<file path="src/rtl/csa_tree_pipe_pkg.sv">
// Shared elaboration helpers for the pipelined carry-save adder tree:
// width math, per-level row counts and parameter range checks.
package csa_tree_pipe_pkg;

    function automatic int unsigned clog2(input int unsigned v);
        int unsigned r = 0;
        int unsigned p = 1;
        while (p < v) begin
            p = p << 1;
            r = r + 1;
        end
        return r;
    endfunction

    // Rows remaining after lv levels of 3:2 compression starting from n rows.
    function automatic int unsigned rows_after(input int unsigned n, input int unsigned lv);
        int unsigned r = n;
        for (int unsigned i = 0; i < lv; i++)
            r = 2 * (r / 3) + (r % 3);
        return r;
    endfunction

    function automatic int unsigned num_levels(input int unsigned n);
        int unsigned r = n;
        int unsigned lv = 0;
        while (r > 2) begin
            r = 2 * (r / 3) + (r % 3);
            lv = lv + 1;
        end
        return lv;
    endfunction

    function automatic bit w_legal(input int unsigned w);
        return (w >= 2) && (w <= 32);
    endfunction

    function automatic bit n_legal(input int unsigned n);
        return (n >= 3) && (n <= 8);
    endfunction

endpackage

</file>
<file path="src/rtl/csa_tree_pipe_csa32.sv">
// Combinational 3:2 compressor: three rows in, sum row and shifted carry row out.
module csa32 #(
    parameter int unsigned W = 8
) (
    input  logic [W-1:0] a,
    input  logic [W-1:0] b,
    input  logic [W-1:0] c,
    output logic [W-1:0] s,
    output logic [W-1:0] co
);

    // The carry out of the top bit falls off the shift (modulo 2^W).
    always_comb begin
        s  = a ^ b ^ c;
        co = ((a & b) | (a & c) | (b & c)) << 1;
    end

endmodule

</file>
<file path="src/rtl/csa_tree_pipe.sv">
// Pipelined N-operand adder: one registered 3:2 level per stage, then a
// registered carry-propagate add into Y. Operands are sign/zero-extended on entry.
module csa_tree_pipe
    import csa_tree_pipe_pkg::*;
#(
    parameter int unsigned W = 6,
    parameter int unsigned N = 4
) (
    input  logic                      clk,
    input  logic                      rst,
    input  logic                      ce,
    input  logic                      in_valid,
    input  logic                      signed_mode,
    input  logic [N*W-1:0]            ops,
    output logic                      out_valid,
    output logic [W+clog2(N)-1:0]     Y
);

    localparam int unsigned OW = W + clog2(N);
    localparam int unsigned LV = num_levels(N);

    if (!w_legal(W)) begin : g_bad_w
        $error("csa_tree_pipe: W out of range 2..32");
    end
    if (!n_legal(N)) begin : g_bad_n
        $error("csa_tree_pipe: N out of range 3..8");
    end

    logic [N-1:0][OW-1:0] ext;

    always_comb begin
        ext = '0;
        for (int unsigned k = 0; k < N; k++) begin
            if (signed_mode)
                ext[k] = OW'(signed'(ops[k*W +: W]));
            else
                ext[k] = OW'(ops[k*W +: W]);
        end
    end

    // Each level is sized exactly to its row count; it reads the previous
    // level's registers through the generate hierarchy.
    for (genvar l = 1; l <= LV; l++) begin : g_lvl
        localparam int unsigned RI = rows_after(N, l - 1);
        localparam int unsigned RO = rows_after(N, l);
        localparam int unsigned G  = RI / 3;
        localparam int unsigned LO = RI % 3;

        logic [RI-1:0][OW-1:0] din;
        logic [RO-1:0][OW-1:0] nxt;
        logic [RO-1:0][OW-1:0] q;
        logic                  vin;
        logic                  vq;

        if (l == 1) begin : g_src
            assign din = ext;
            assign vin = in_valid;
        end else begin : g_src
            assign din = g_lvl[l-1].q;
            assign vin = g_lvl[l-1].vq;
        end

        for (genvar k = 0; k < G; k++) begin : g_csa
            csa32 #(.W(OW)) u_csa (
                .a  (din[3*k]),
                .b  (din[3*k+1]),
                .c  (din[3*k+2]),
                .s  (nxt[2*k]),
                .co (nxt[2*k+1])
            );
        end

        for (genvar j = 0; j < LO; j++) begin : g_pass
            assign nxt[2*G+j] = din[3*G+j];
        end

        always_ff @(posedge clk or posedge rst) begin
            if (rst) begin
                q  <= '0;
                vq <= 1'b0;
            end else if (ce) begin
                q  <= nxt;
                vq <= vin;
            end
        end
    end

    logic [OW-1:0] row_a;
    logic [OW-1:0] row_b;
    logic          last_v;

    assign row_a  = g_lvl[LV].q[0];
    assign row_b  = g_lvl[LV].q[1];
    assign last_v = g_lvl[LV].vq;

    always_ff @(posedge clk or posedge rst) begin
        if (rst) begin
            Y         <= '0;
            out_valid <= 1'b0;
        end else if (ce) begin
            out_valid <= last_v;
            if (last_v)
                Y <= row_a + row_b;
        end
    end

endmodule

</file>
<file path="config.mk">
export PLATFORM = sky130hd
export DESIGN_NAME = csa_tree_pipe
export DESIGN_NICKNAME = d
export VERILOG_FILES = /design/src/rtl/csa_tree_pipe_pkg.sv /design/src/rtl/csa_tree_pipe_csa32.sv /design/src/rtl/csa_tree_pipe.sv
export SDC_FILE = /design/constraint.sdc
export NUM_CORES = 1
export LEC_CHECK = 0
export ABC_AREA = 1
export ABC_CLOCK_PERIOD_IN_PS = 1650
export CAP_MARGIN = 20
export CELL_PAD_IN_SITES_DETAIL_PLACEMENT = 1
export CELL_PAD_IN_SITES_GLOBAL_PLACEMENT = 1
export CORE_ASPECT_RATIO = 0.8
export CORE_MARGIN = 2
export CORE_UTILIZATION = 42
export CTS_BUF_LIST = sky130_fd_sc_hd__clkbuf_8
export CTS_CLUSTER_SIZE = 24
export DETAILED_ROUTE_END_ITERATION = 8
export HOLD_SLACK_MARGIN = 0.12
export MAX_ROUTING_LAYER = met4
export PLACE_DENSITY_LB_ADDON = 0.1
export REMOVE_ABC_BUFFERS = 1
export SETUP_SLACK_MARGIN = 0.3
export SLEW_MARGIN = 20
export SYNTH_ARGS = -nofsm -noshare
export SYNTH_HDL_FRONTEND = slang
export SYNTH_SLANG_ARGS = --single-unit
</file>
<file path="constraint.sdc">
create_clock -name clk -period 1.65 [get_ports clk]
set_clock_uncertainty 0.05 [all_clocks]
set_input_delay 0.33 -clock clk [delete_from_list [all_inputs] [get_ports clk]]
set_output_delay 0.33 -clock clk [all_outputs]
set_load 0.01 [all_outputs]
</file>
==> out/metrics.cfg, run 1 <==
[outcome]
status=complete, no violations

[global_routing]
grt_pass1_wl_um=8850
grt_usage=0.188
grt_pass1_vias=1909
grt_max_degree=48
antenna_found_initial=0
overflow=0

[power]
power_density_nw_per_um2=1170
p_leak_nw=1.62
ir_worst_vdd_mv=0.554

[cts]
cts.sink_count=47
clk_path_buf_depth=2
insertion_delay_ps=300
htree_levels=2
root_buffer=clkbuf_8
cts_tree=yes
clk_pin_slew_worst_paths_ps=90
numCtsBuffers=5
cts_hold_buf=0

[route]
via_per_inst=4.64
drc=0
num_vias=1851
totalWireLength_um=5300
postRouteAntennaNets=0
drtIter0Drc=95
wl_per_cell_um=13.3
drt_pass1_iterations=4

[critical_path]
cp-start-kind=flip-flop
worstPathCellList=ha_4 -> inv_2 -> fa_2 -> inv_4 -> nand2_4 -> nand2_4 -> a21oi_1 -> nand3b_1 -> nand2_1
critPathTopFamily=adder cells
r2r_end=Y[5]$_DFFE_PP0P_
crit_buf_inv=2
cp_max_fo=3
rr_worst_depth=9
crit_slowest_cell=dfrtp_1
worstSetupPathType=reg2reg
slowest_delay_ps=410
rrSetupSlack_ps=100
worstReg2RegStart=row_b[1]$_DFFE_PP0P_
critPathRequiredTime_ps=1840
end_kind=flip-flop
cp.arrival_ps=1740
path_common_cell=nand2_4

[floorplan]
fp.dieH_um=71.1
rows=24
pin_count=38
die_w_um=87.9
core_area_um2=5440
dieArea_um2=6250
initial_core_util=0.435

[placed_design]
gp_congestion=0.801
io_buffers=37
dp_hpwl_um=3600

[synth]
ys_seq_area_frac=0.497
synthDistinctLibCells=22
synth_area_um2=2370
synth_cells=265
ys_ff_latch=47
async_reset_ff_frac=1.00
synth_area_per_cell_um2=8.93
ys_warn_count=0
synthFlopType=dfrtp_1
synth_edf_count=0

[job]
cap_violations=0

[final_layout]
layout-drive-gt1-share=0.181
utilization=0.582
layout_commonest_cell=nand2_1
final_nets=370
area_growth_pct=33.7
mostFrequentLayoutCells=nand2_1, dfrtp_1, clkdlybuf4s50_1
diodes=0

[sta]
slew_viol_final=0
whs_ps=327
finalHoldViolCount=0
finalSetupViolations=0
relSlewSlack=0.748
post-route-period-util=0.938
rsz0062_at_grt=true
max_freq_mhz=646
worstMarginPinSlew_ps=378
finalCriticalPeriod_ps=1550

[min_path]
min_path_type=in2async

==> state kept, by name, summed over array words and instances (netlist names) <==
signal / cells
out_valid: 1
Y: 8
g_lvl.vq: 2
g_lvl.q: 21
row_b: 7
row_a: 8
==> kinds of logic (layout without fill, tap and decap cells) <==
group | Yosys count | in the layout | synth area share
simple gates | 154 | 154 | 0.256
flops | 47 | 47 | 0.497
compound gates | 13 | 13 | 0.0280
buf+inv | 27 | 83 | 0.0518
fa+ha+maj | 21 | 21 | 0.155
xor+xnor | 3 | 3 | 0.0111
==> timing repair <==
| action | CTS | global route |
|---|---|---|
| cloned | 0 | 0 |
| resized for setup | 33 | 21 |
| pin swaps | 2 | 6 |
| buffers inserted | 8 | 5 |
| endpoints found under the setup margin | 17 | 11 |
==> cell usage after synthesis, types with 2 or more instances <==
library cell,instances,share of area
xnor2_1,2,0.0074
nand2_1,136,0.22
fa_1,14,0.12
o21ai_0,5,0.011
inv_1,15,0.024
buf_2,8,0.017
nor2_1,5,0.0079
a21oi_1,3,0.0063
ha_1,7,0.037
dfrtp_1,47,0.50
nand3_1,9,0.019
o21ai_1,4,0.0085
==> worst max-delay path by stage <==
| stage | startpoint | endpoint | cells after the start | slack, ps |
|---|---|---|---|---|
| final | row_b[1]$_DFFE_PP0P_ | Y[5]$_DFFE_PP0P_ | 9 | 100 |
| after global routing | row_b[1]$_DFFE_PP0P_ | Y[5]$_DFFE_PP0P_ | 9 | -7 |
| after CTS | row_a[1]$_DFFE_PP0P_ | Y[7]$_DFFE_PP0P_ | 10 | 110 |
| after detailed placement | signed_mode | g_lvl[1].q[6]$_DFFE_PP0P_ | 6 | -70 |
| after global placement | signed_mode | g_lvl[1].q[6]$_DFFE_PP0P_ | 6 | -20 |
| after floorplan | rst | Y[0]$_DFFE_PP0P_ | 1 | 150 |
==> power by group <==
| group | internal (mW) | switching, mW |
|---|---|---|
| Combinational | 0.647 | 0.663 |
| Sequential | 1.38 | 0.173 |
| Clock | 0.451 | 0.392 |
| Total | 2.48 | 1.23 |
==> worst reg2reg max path: cells and delay by family, from the launching register on <==
kind | cells | cell delay, ps
adder cells (fa/ha/maj) | 2 | 510
flip-flops | 1 | 410
AND/OR/NAND/NOR | 4 | 340
buffers and inverters | 2 | 130
AO/OA/AOI/OAI | 1 | 60
==> final cells by class <==
type,instances,area (µm²)
fill,649,2270
multi-input combinational,191,1180
sequential,47,1180
timing repair buffer,57,518
tap,78,97.6
inverter,18,77.6
clock buffer,5,68.8
clock inverter,3,43.8
==> per-layer routing <==
layer / routed length [µm] / up-vias / global-route usage / part of all wire
met5: 0 / - / - / 0
met4: 34 / 0 / 0.0359 / 0.0064
met3: 158 / 5 / 0.0385 / 0.030
met2: 2640 / 26 / 0.300 / 0.50
met1: 2460 / 905 / 0.254 / 0.46
li1: - / 915 / - / -
==> stage by stage <==
step | cells | power (mW) | TNS [ps] | setup slack, ps | instance area (µm²)
after global routing | 399 | 3.99 | -6.89 | -6.89 | 3160
after CTS | 394 | 3.61 | 0 | 106 | 3080
after floorplan | 256 | 2.14 | 0 | 154 | 2320
after global placement | 378 | 2.59 | -35.3 | -22.7 | 2850
after detailed placement | 378 | 2.63 | -337 | -67.7 | 2850
final | 399 | 3.71 | 0 | 102 | 3160
Note: power is estimated with default switching activity, not from simulation.
==> inputs of run 2 (changes only) <==
- GPL_ROUTABILITY_DRIVEN: unset -> 0
==> results of run 2 <==
Final layout, timing and power as in run 1 (identical DEF).
==> inputs of run 3 (changes only) <==
- CORE_MARGIN: 2 -> unset
- SLEW_MARGIN: 20 -> unset
==> out/metrics.cfg, run 3 (synthesized netlist as in run 1, its figures left out) <==
[outcome]
status=complete, no violations

[route]
drt_pass1_iterations=4  ; unchanged
num_vias=1848  ; -0.16%
drtIter0Drc=101  ; +6.3%
totalWireLength_um=5230  ; -1.4%
via_per_inst=4.73  ; +1.9%
postRouteAntennaNets=0  ; unchanged
wl_per_cell_um=13.4  ; +0.64%
drc=0  ; unchanged

[final_layout]
final_nets=362  ; -2.2%
area_growth_pct=30.5
multi_input_area_um2=1150  ; -2.2%
diodes=0  ; unchanged
regMostFlops=g_lvl.q
layout-drive-gt1-share=0.141  ; -0.0401
layout_commonest_cell=nand2_1
nFillCells=620  ; -4.5%
seqCellArea_um2=1180  ; unchanged
largest_register_ffs=21  ; unchanged
mostFrequentLayoutCells=nand2_1, dfrtp_1, clkdlybuf4s50_1

[global_routing]
antenna_found_initial=0  ; unchanged
grt_pass1_vias=1913  ; +0.21%
grt_pass1_wl_um=9110  ; +3.0%
overflow=0  ; unchanged
grt_max_degree=48  ; unchanged
grt_usage=0.202  ; +0.0134

[critical_path]
worstSetupPathType=reg2reg
cp.arrival_ps=1790  ; +50 ps
critPathRequiredTime_ps=1840  ; about the same
cp_max_fo=3  ; unchanged
rrSetupSlack_ps=50  ; -50 ps
end_kind=flip-flop
cp-start-kind=flip-flop

[power]
power_density_nw_per_um2=1140  ; -2.7%
power_mw=3.52  ; -5.1%
ir_worst_vdd_mv=0.510  ; -8.1%
p_leak_nw=1.56  ; -3.7%

[cts]
insertion_delay_ps=300  ; about the same
root_buffer=clkbuf_8
htree_levels=2  ; unchanged
clk_path_buf_depth=2  ; unchanged
cts_hold_buf=0  ; unchanged
clk_pin_slew_worst_paths_ps=80  ; about the same
cts_tree=yes
cts.sink_count=47  ; unchanged
numCtsBuffers=5  ; unchanged

[sta]
rsz0062_at_grt=true
relSlewSlack=0.775  ; +0.0265
slew_viol_final=0  ; unchanged
finalHoldViolCount=0  ; unchanged
worstMarginPinSlew_ps=335  ; -42.2 ps
finalSetupViolations=0  ; unchanged
post-route-period-util=0.969  ; +0.0309
finalCriticalPeriod_ps=1600  ; +51.0 ps
fin_ws_ps=50.7  ; -51.0 ps
max_freq_mhz=625  ; -3.2%
whs_ps=326  ; -0.651 ps

[floorplan]
core_area_um2=5440  ; unchanged
fp.dieH_um=69.1  ; -2.8%
dieArea_um2=5940  ; -5.0%
pin_count=38  ; unchanged
initial_core_util=0.435  ; unchanged
rows=24  ; unchanged
die_w_um=85.9  ; -2.3%

[placed_design]
dp_hpwl_um=3560  ; -1.2%
post-place-ws_ps=-155  ; -87.5 ps
io_buffers=37  ; unchanged

[job]
cap_violations=0  ; unchanged

[min_path]
min_path_type=in2async

run 3: path summary, 6_finish.rpt:
kind / cells past startpoint / to / from
min in group clk: 2 / out_valid$_DFFE_PP0P_ / out_valid$_DFFE_PP0P_
max in group asynchronous: 3 / g_lvl[1].q[0]$_DFFE_PP0P_ / rst
setup / recovery: 9 / Y[5]$_DFFE_PP0P_ / row_b[1]$_DFFE_PP0P_
hold / removal: 3 / g_lvl[1].q[17]$_DFFE_PP0P_ / rst
setup reg to reg: 9 / Y[5]$_DFFE_PP0P_ / row_b[1]$_DFFE_PP0P_
hold reg to reg: 2 / out_valid$_DFFE_PP0P_ / out_valid$_DFFE_PP0P_
run 3: final cells by class:
cell class / instances / area share
Multi-Input combinational cell: 191 / 0.374
Timing Repair Buffer: 49 / 0.156
Clock inverter: 1 / 0.00122
Inverter: 18 / 0.0251
Clock buffer: 7 / 0.0312
Sequential cell: 47 / 0.381
Tap cell: 78 / 0.0316
run 3: what timing repair did:
action / CTS / global route
gates resized for setup: 29 / 14
setup buffers: 5 / 1
pin swaps: 5 / 7
setup endpoints to repair: 17 / 24
run 3: layer usage:
layer  GRT usage  part of all wire  up-vias
met5           -                 0        -
met4      0.0519             0.011        0
met3      0.0359             0.023        7
met2       0.312              0.50       22
met1       0.277              0.46      920
li1            -                 -      899
run 3: metrics by stage:
stage	instance area [µm²]	instances	util	setup TNS (ps)
floorplan	2320	256	-	0
global placement	2860	377	0.526	-9.96
detailed placement	2860	377	0.526	-241
CTS	3040	390	0.558	0
global route	3090	391	0.568	-24.6
finish	3090	391	0.568	0
run 3: worst max-delay path, stage by stage (launching register included):
cell and delay [ps]:
dfrtp_1 410, ha_2 210, inv_2 40, fa_2 330, inv_2 80, nand2_2 60
nand2_2 100, a21oi_1 60, nand3b_1 150, nand2_1 60
run 3: power breakdown:
| group | internal [mW] | switching, mW |
|---|---|---|
| sequential | 1.38 | 0.168 |
| clock | 0.377 | 0.377 |
| combinational | 0.594 | 0.622 |
